===== src/rtl/spi_shift_engine.sv =====
// spi_shift_engine: full-duplex SPI master shift engine.
// All CPOL/CPHA modes, selectable bit order, registered pins.
module spi_shift_engine #(
  parameter int DATA_W    = 8,
  parameter int DIV_W     = 8,
  parameter bit LSB_FIRST = 1'b1
) (
  input  logic              CLK,
  input  logic              CLR_N,
  input  logic [DATA_W-1:0] TX_DATA,
  input  logic              TX_VALID,
  output logic              TX_READY,
  input  logic              CPOL,
  input  logic              CPHA,
  input  logic [DIV_W-1:0]  DIV,
  output logic [DATA_W-1:0] RX_DATA,
  output logic              RX_VALID,
  output logic              BUSY,
  output logic              SCLK,
  output logic              MOSI,
  input  logic              MISO,
  output logic              CS_N
);

  localparam int IW = $clog2(DATA_W);
  localparam int EW = $clog2(2*DATA_W+1);
  localparam logic [EW-1:0] LAST = EW'(2*DATA_W);

  typedef enum logic [2:0] {
    IDLE,
    LEAD,
    XFER,
    TRAIL,
    DONE
  } state_t;

  state_t            state_q, state_d;
  logic [DIV_W-1:0]  cnt_q, cnt_d;
  logic [EW-1:0]     edge_q, edge_d;
  logic [DATA_W-1:0] tx_q, tx_d;
  logic [DATA_W-1:0] rx_sh_q, rx_sh_d;
  logic              cpol_q, cpol_d;
  logic              cpha_q, cpha_d;
  logic [DIV_W-1:0]  div_q, div_d;
  logic              sclk_q, sclk_d;
  logic              mosi_q, mosi_d;
  logic              cs_n_q, cs_n_d;
  logic [DATA_W-1:0] rx_data_q, rx_data_d;
  logic              rx_valid_q, rx_valid_d;
  logic              ready_q, ready_d;
  logic              busy_q, busy_d;
  logic              tick;
  logic              do_edge;
  logic [IW-1:0]     samp_i;
  logic [IW-1:0]     drv_i;

  function automatic logic [IW-1:0] pos(
    input logic [IW-1:0] i
  );
    pos = LSB_FIRST ? i : IW'(DATA_W-1) - i;
  endfunction

  always_comb begin
    state_d    = state_q;
    cnt_d      = cnt_q;
    edge_d     = edge_q;
    tx_d       = tx_q;
    rx_sh_d    = rx_sh_q;
    cpol_d     = cpol_q;
    cpha_d     = cpha_q;
    div_d      = div_q;
    sclk_d     = sclk_q;
    mosi_d     = mosi_q;
    cs_n_d     = cs_n_q;
    rx_data_d  = rx_data_q;
    rx_valid_d = 1'b0;
    do_edge    = 1'b0;
    tick       = (cnt_q == div_q);
    unique case (state_q)
      IDLE: begin
        sclk_d = CPOL;
        cs_n_d = 1'b1;
        if (TX_VALID && ready_q) begin
          state_d = LEAD;
          tx_d    = TX_DATA;
          cpol_d  = CPOL;
          cpha_d  = CPHA;
          div_d   = DIV;
          cnt_d   = '0;
          edge_d  = '0;
          rx_sh_d = '0;
          cs_n_d  = 1'b0;
          if (!CPHA) mosi_d = TX_DATA[pos('0)];
        end
      end
      LEAD: begin
        cnt_d = tick ? '0 : cnt_q + 1'b1;
        if (tick) begin
          state_d = XFER;
          do_edge = 1'b1;
        end
      end
      XFER: begin
        cnt_d = tick ? '0 : cnt_q + 1'b1;
        if (tick) begin
          if (edge_q == LAST) state_d = TRAIL;
          else do_edge = 1'b1;
        end
      end
      TRAIL: begin
        cnt_d = tick ? '0 : cnt_q + 1'b1;
        if (tick) begin
          state_d    = DONE;
          cs_n_d     = 1'b1;
          rx_data_d  = rx_sh_q;
          rx_valid_d = 1'b1;
        end
      end
      DONE: state_d = IDLE;
      default: state_d = IDLE;
    endcase

    if (do_edge) begin
      edge_d = edge_q + 1'b1;
      sclk_d = ~sclk_q;
    end
    samp_i = IW'((edge_d - 1'b1) >> 1);
    drv_i  = IW'(edge_d >> 1);
    // odd edges lead; sample on lead when CPHA=0, on trail when CPHA=1
    if (do_edge) begin
      if (edge_d[0] ^ cpha_q) rx_sh_d[pos(samp_i)] = MISO;
      else if (cpha_q) mosi_d = tx_q[pos(samp_i)];
      else if (edge_d != LAST) mosi_d = tx_q[pos(drv_i)];
    end

    ready_d = (state_d == IDLE);
    busy_d  = state_d inside {LEAD, XFER, TRAIL};
  end

  always_ff @(posedge CLK or negedge CLR_N) begin
    if (!CLR_N) begin
      state_q    <= IDLE;
      cnt_q      <= '0;
      edge_q     <= '0;
      tx_q       <= '0;
      rx_sh_q    <= '0;
      cpol_q     <= 1'b0;
      cpha_q     <= 1'b0;
      div_q      <= '0;
      sclk_q     <= 1'b0;
      mosi_q     <= 1'b0;
      cs_n_q     <= 1'b1;
      rx_data_q  <= '0;
      rx_valid_q <= 1'b0;
      ready_q    <= 1'b0;
      busy_q     <= 1'b0;
    end else begin
      state_q    <= state_d;
      cnt_q      <= cnt_d;
      edge_q     <= edge_d;
      tx_q       <= tx_d;
      rx_sh_q    <= rx_sh_d;
      cpol_q     <= cpol_d;
      cpha_q     <= cpha_d;
      div_q      <= div_d;
      sclk_q     <= sclk_d;
      mosi_q     <= mosi_d;
      cs_n_q     <= cs_n_d;
      rx_data_q  <= rx_data_d;
      rx_valid_q <= rx_valid_d;
      ready_q    <= ready_d;
      busy_q     <= busy_d;
    end
  end

  assign TX_READY = ready_q;
  assign BUSY     = busy_q;
  assign RX_DATA  = rx_data_q;
  assign RX_VALID = rx_valid_q;
  assign SCLK     = sclk_q;
  assign MOSI     = mosi_q;
  assign CS_N     = cs_n_q;

endmodule


===== config.mk =====
export PLATFORM = sky130hd
export DESIGN_NAME = spi_shift_engine
export DESIGN_NICKNAME = d
export VERILOG_FILES = /design/src/rtl/spi_shift_engine.sv
export SDC_FILE = /design/constraint.sdc
export NUM_CORES = 1
export LEC_CHECK = 0
export ABC_AREA = 0
export CORE_MARGIN = 1.5
export CORE_UTILIZATION = 50
export CTS_CLUSTER_DIAMETER = 30
export DETAILED_ROUTE_END_ITERATION = 12
export GPL_ROUTABILITY_DRIVEN = 0
export HOLD_SLACK_MARGIN = 0.03
export PLACE_DENSITY_LB_ADDON = 0.12
export SLEW_MARGIN = 30
export SYNTH_ARGS = -nofsm -noshare
export SYNTH_HDL_FRONTEND = slang
export SYNTH_SLANG_ARGS = --single-unit

===== constraint.sdc =====
create_clock -name CLK -period 3.4 [get_ports CLK]
set_input_delay 0.51 -clock CLK [delete_from_list [all_inputs] [get_ports CLK]]
set_output_delay 0.51 -clock CLK [all_outputs]
set_load 0.03 [all_outputs]

Word-level counts from Yosys, hierarchy flattened
Index checks and enable logic that the tools add are counted.

Register bits: 55. Input port bits: 22. Output and inout port bits: 14. Logic and storage cells: 86.

$add $sub $neg: 3. Order comparisons: 3. Equal/unequal tests: 11. Multiplexer cells: 40. Bitwise logic cells: 2. Reductions and logical operators: 13.

Operators by type and width (count): 8-bit 2-to-1 mux (6); 1-bit 2-to-1 mux (18); 8-bit case mux with 2 select lines (1); 3-bit 2-to-1 mux (5); 5-bit 2-to-1 mux (3); 3-bit by 2-bit equality test with 1-bit output, second input constant (4); 3-bit case mux with 4 select lines (1); 8-bit by 1-bit adder with 8-bit output, second input constant (1); 8-bit bitwise mux (1); 8-bit equality test (1); 3-bit by 4-bit less-than comparator with 1-bit output, second input constant (2); 2-bit AND reduction (4); 1-bit binary-select mux with 3-bit select (2); 3-bit by 1-bit equality test with 1-bit output, second input constant (2); 3-bit zero test (2); 2-bit nonzero test (3); 5-bit by 1-bit adder with 5-bit output, second input constant (1); 5-bit equality test, second input constant (1); 5-bit inequality test, second input constant (1); 2-bit inequality test, second input constant (2); 1-bit case mux with 2 select lines (2); 4-bit by 1-bit subtractor with 4-bit output, second input constant (1); 1-bit demux with 3-bit select (1); 3-bit by 1-bit >= comparator with 1-bit output, second input constant (1); other kinds (5) (6).

Depth between registers and ports, before layout
Word-level depth: 13. Gate-level depth with buffers: 15. Depth with buffers taken out: 15.

Least setup slack after synthesis
No wires, ideal clock.

Kind: register to register. From: reg cnt_q[2]. To: reg mosi_q (netlist: MOSI). Setup time: 0.136 ns. Arrival time: 3.359 ns. Data required time: 3.264 ns. Setup slack: -0.095 ns. Stages on the path, launching flop included: 14. Buffers on the path: 1. Clock period less this slack: 3.495 ns. Cells stage by stage: dfrtp_1 -> xor2_1 -> nor4_2 -> and2_1 -> clkbuf_1 -> nand2_1 -> nand3_1 -> a21boi_0 -> ha_1 -> mux4_2 -> or3b_2 -> a21oi_1 -> a2111oi_2 -> nor3_1.

Cells in the longest elaborated chain, start to end: 10. Elaborated cells on any way between the ends: 16. Classes of those cells: add/sub: 1; eq/ne: 2; mux: 12; bitwise: 1.

RTL lines: from (decl) (RTL line 38) `logic [DIV_W-1:0] cnt_q, cnt_d;`; from (signal assigned) (RTL line 159) `cnt_q <= cnt_d;`; 8-bit equality test (*) (RTL line 78) `tick = (cnt_q == div_q);`; 1-bit 2-to-1 mux, on equally long branches (RTL line 105, 98); 1-bit case mux with 2 select lines (*) (RTL line 79) `unique case (state_q)`; 5-bit 2-to-1 mux (RTL line 123) `if (do_edge) begin`; 4-bit by 1-bit subtractor with 4-bit output / 1-bit binary-select mux with 3-bit select (equally long branches) (RTL line 127, 133); 1-bit binary-select mux with 3-bit select / 1-bit 2-to-1 mux (equally long branches) (RTL line 132, 133); 1-bit 2-to-1 mux, on equally long branches (RTL line 132, 133); 1-bit 2-to-1 mux (RTL line 132) `else if (cpha_q) mosi_d = tx_q[pos(samp_i)];`; 1-bit 2-to-1 mux (RTL line 131) `if (edge_d[0] ^ cpha_q) rx_sh_d[pos(samp_i)] = MISO;`; 1-bit 2-to-1 mux (*) (RTL line 130) `if (do_edge) begin`; net mosi_d (RTL line 46) `logic mosi_q, mosi_d;`; to (signal assigned) (RTL line 167) `mosi_q <= mosi_d;`; to (decl) (RTL line 46).

The timed path passes the listed nets; every way through them passes the cells marked *. The select of a mux whose other input is x is not followed. A chain may end at the register's enable or synchronous reset.

Worst setup path after layout
From: reg edge_q[1]. To: reg mosi_q (netlist: MOSI).

Cells in the longest elaborated chain, start to end: 11. Elaborated cells on any way between the ends: 19. Classes of those cells: add/sub: 2; eq/ne: 2; mux: 14; bitwise: 1.

RTL lines: from (decl) (RTL line 39) `logic [EW-1:0] edge_q, edge_d;`; from (signal assigned) (RTL line 160) `edge_q <= edge_d;`; 5-bit equality test (RTL line 106) `if (edge_q == LAST) state_d = TRAIL;`; 1-bit 2-to-1 mux (RTL line 106); 1-bit 2-to-1 mux (RTL line 105) `if (tick) begin`; 1-bit case mux with 2 select lines (RTL line 79); 5-bit 2-to-1 mux (RTL line 123); 4-bit by 1-bit subtractor with 4-bit output / 1-bit binary-select mux with 3-bit select (equally long branches) (RTL line 127, 133); 1-bit binary-select mux with 3-bit select / 1-bit 2-to-1 mux (equally long branches) (RTL line 132, 133); 1-bit 2-to-1 mux, on equally long branches (RTL line 132, 133); 1-bit 2-to-1 mux (RTL line 132); 1-bit 2-to-1 mux (RTL line 131); 1-bit 2-to-1 mux (*) (RTL line 130); net mosi_d (RTL line 46).

Marks and branches as above.

==> results.cfg <==
[drt]
first_pass_iters = 4
totalWireLength_mm = 5.446
remaining_drc_errors = 0
vias = 2060
drt-initial-drc-count = 104
viasPerCell = 5.493
post_drt_wl_per_cell_um = 14.52
ant_nets = 0

[sta]
max_freq_mhz = 308.2
worst_pin_slew_ns = 0.7290
fin_crit_ns = 3.245
slew_headroom_pct = 51.40
setup_viol = 0
fin_skew_ns = 0.01290
period_share_pct = 95.43
slew_viol_final = 0
hold_viol_final = 0
holdWs_ns = 0.2427
setup_ws_ns = 0.1553

[place]
dp_cells = 367
port_buffers = 35
dp_slack_ns = 0.07948
hpwl_mm = 4.026
dpl-instance-area_um2 = 3385

[layout]
nets = 329
regArea_um2 = 1378
diodes = 0
fillers = 474
multiInputGateArea_um2 = 1448
final_cells = 375
area_growth_pct = 21.61
drive_above_1_share_pct = 22.11
finalInstanceArea_um2 = 3507

[worst_setup_path]
cp.required_ns = 3.59
rr_worst_depth = 12
end_kind = register
reg2reg_slack_ns = 0.16
cp_max_fo = 6
worst_r2r_endpoint = MOSI
path_class = register to register
worst_r2r_startpoint = edge_q[1]
critPathLaunchType = register
crit_arrival_ns = 3.43

[synthesis]
ys_types = 52
ys.flop_type = dfrtp_1
syn_inst = 254
synth_edf_count = 0
synth_top_area_share_pct = 46.85
syn_area_um2 = 2884
synth_top_area_cell = dfrtp_1
yosys_register_bits = 55
ys_top_cells_by_area = dfrtp_1, mux2_2, mux2i_1
ys.warnings.count = 0
synthArstFlopShare_pct = 100.0
ys_seq_area_share_pct = 47.77
synth_area_per_cell_um2 = 11.35
syn_nets = 281

[clock_tree]
clockBufferDepth = 2
clkSlewWorstSetupHoldPaths_ns = 0.11
ctsHtreeMaxLevel = 2
worstSkewPairLatency_ns = 0.31
cts_root_buf = clkbuf_8
cts.sinks = 55
cts_buffers = 5
post_cts_buffers = 0
cts_tree = done

[floorplanning]
io_pins = 36
die_area_um2 = 6232
core-area_um2 = 5540
dieWidth_um = 78.95
num_rows = 27
start_util_pct = 52.06
die_y_um = 78.95

[power]
peakVddDrop_uv = 222.9
power.leakage_nw = 1.596
p_per_area_nw_per_um2 = 299.4

[global_routing]
gr-usage-all-layers_pct = 18.91
grt-ovfl-total = 0
grt_pass1_wl_mm = 9.225
grt_antenna_before_repair = 0
grt_max_degree = 34
first_global_vias = 1918

[run_status]
status = finished, final reports clean

[job]
drv_cap = 0

[worst_hold_path]
hold_path_class = input port to asynchronous set/reset pin
==> metrics by stage <==
stage / power (W) / TNS, ns / util (%)
5_1_grt: 0.001087 / -0.01557 / 63.30
3_3_place_gp: 0.0007060 / 0 / 61.09
2_1_floorplan: 0.0006682 / 0 / -
6_report: 0.001050 / 0 / 63.30
4_1_cts: 0.001066 / 0 / 62.69
3_5_place_dp: 0.0007067 / 0 / 61.09
==> worst max-delay path by stage <==
| stage | from | to | slack [ns] |
|---|---|---|---|
| final | edge_q[1] | MOSI | 0.16 |
| after global routing | edge_q[1] | MOSI | -0.02 |
| after CTS | edge_q[1] | MOSI | 0.06 |
| after detailed placement | edge_q[1] | MOSI | 0.08 |
| after global placement | edge_q[1] | MOSI | 0.17 |
| after floorplan | cnt_q[2] | MOSI | 0.07 |
==> placed cells by master, fill, tap and decap left out, types with 2 or more instances in the layout <==
| master | synthesis | layout |
|---|---|---|
| dfrtp_1 | 54 | 54 |
| clkdlybuf4s50_1 | 0 | 34 |
| mux2_2 | 27 | 27 |
| nand2_1 | 21 | 21 |
| buf_4 | 1 | 16 |
| nand3_1 | 14 | 14 |
| nor2_1 | 14 | 14 |
| mux2i_1 | 13 | 13 |
| xor2_1 | 12 | 12 |
| inv_1 | 10 | 10 |
| a21oi_1 | 6 | 6 |
| nor3_1 | 5 | 5 |
| o21ai_0 | 5 | 5 |
| xnor2_1 | 5 | 5 |
| clkbuf_8 | 0 | 5 |
| and3_1 | 4 | 4 |
| nand2b_1 | 3 | 3 |
| or3_1 | 3 | 3 |
| o211ai_1 | 3 | 3 |
| a211oi_1 | 3 | 3 |
| mux4_2 | 3 | 3 |
| ha_1 | 5 | 3 |
| nand4_1 | 2 | 2 |
| a31oi_1 | 2 | 2 |
| a21o_1 | 2 | 2 |
| o31ai_1 | 2 | 2 |
| o21a_1 | 2 | 2 |
| ha_4 | 0 | 2 |
| clkinvlp_4 | 0 | 2 |
==> cell usage after synthesis, types with 3 or more instances <==
master and n:
dfrtp_1 54, mux2_2 27, nand2_1 21, nand3_1 14, nor2_1 14, mux2i_1 13
xor2_1 12, inv_1 10, a21oi_1 6, clkbuf_1 6, ha_1 5, nor3_1 5
o21ai_0 5, xnor2_1 5, and3_1 4, a211oi_1 3, mux4_2 3, nand2b_1 3
o211ai_1 3, or3_1 3
==> state kept, by name, summed over array words and instances (netlist names) <==
signal	cells
state_q	3
cpha_q	1
rx_sh_q	8
RX_VALID	1
RX_DATA	8
BUSY	1
CS_N	1
MOSI	1
edge_q	5
cnt_q	8
TX_READY	1
tx_q	8
SCLK	1
div_q	8
==> critical path, cell delays in order, from the launching register on <==
cell	delay, ns
dfrtp_1	0.43
inv_1	0.07
ha_1	0.19
and4bb_1	0.25
o22ai_4	0.15
and3_1	0.22
mux2_2	0.42
ha_4	0.33
mux4_2	0.50
nand2_1	0.08
a21oi_1	0.07
a2111oi_2	0.34
nor3_1	0.08
==> report_power, final <==
part           switching (W)  internal [W]
Combinational      0.0000174     0.0000215
Clock               0.000214      0.000144
Sequential                 0      0.000654
==> kinds of logic after synthesis <==
logic type	synth area share, %
buffers and inverters	3.297
AO/OA/AOI/OAI	8.589
flip-flops	47.77
multiplexers	17.40
adder cells (fa/ha/maj)	2.169
XOR/XNOR	6.117
AND/OR/NAND/NOR	14.66
==> routing by layer <==
| layer | track usage (%) | routed length, µm | vias up |
|---|---|---|---|
| li1 | - | - | 1000 |
| met1 | 28.54 | 2678 | 1002 |
| met2 | 28.62 | 2463 | 52 |
| met3 | 3.563 | 256 | 6 |
| met4 | 3.684 | 47 | 0 |
| met5 | 0 | 0 | - |
==> layout make-up <==
type                       instances  area share [%]
sequential                        55           39.28
multi-input combinational        179           41.28
clock inverter                     3          0.5708
timing repair buffer              51           13.27
inverter                          10           1.070
tap                               72           2.569
clock buffer                       5           1.962
==> what timing repair did <==
action / CTS / global route
hold buffers: 0 / 0
setup endpoints to repair: 0 / 1
endpoints found under the hold margin: 0 / 0
gates resized for setup: 0 / 5
No activity file was read; power rests on OpenSTA's default activity.
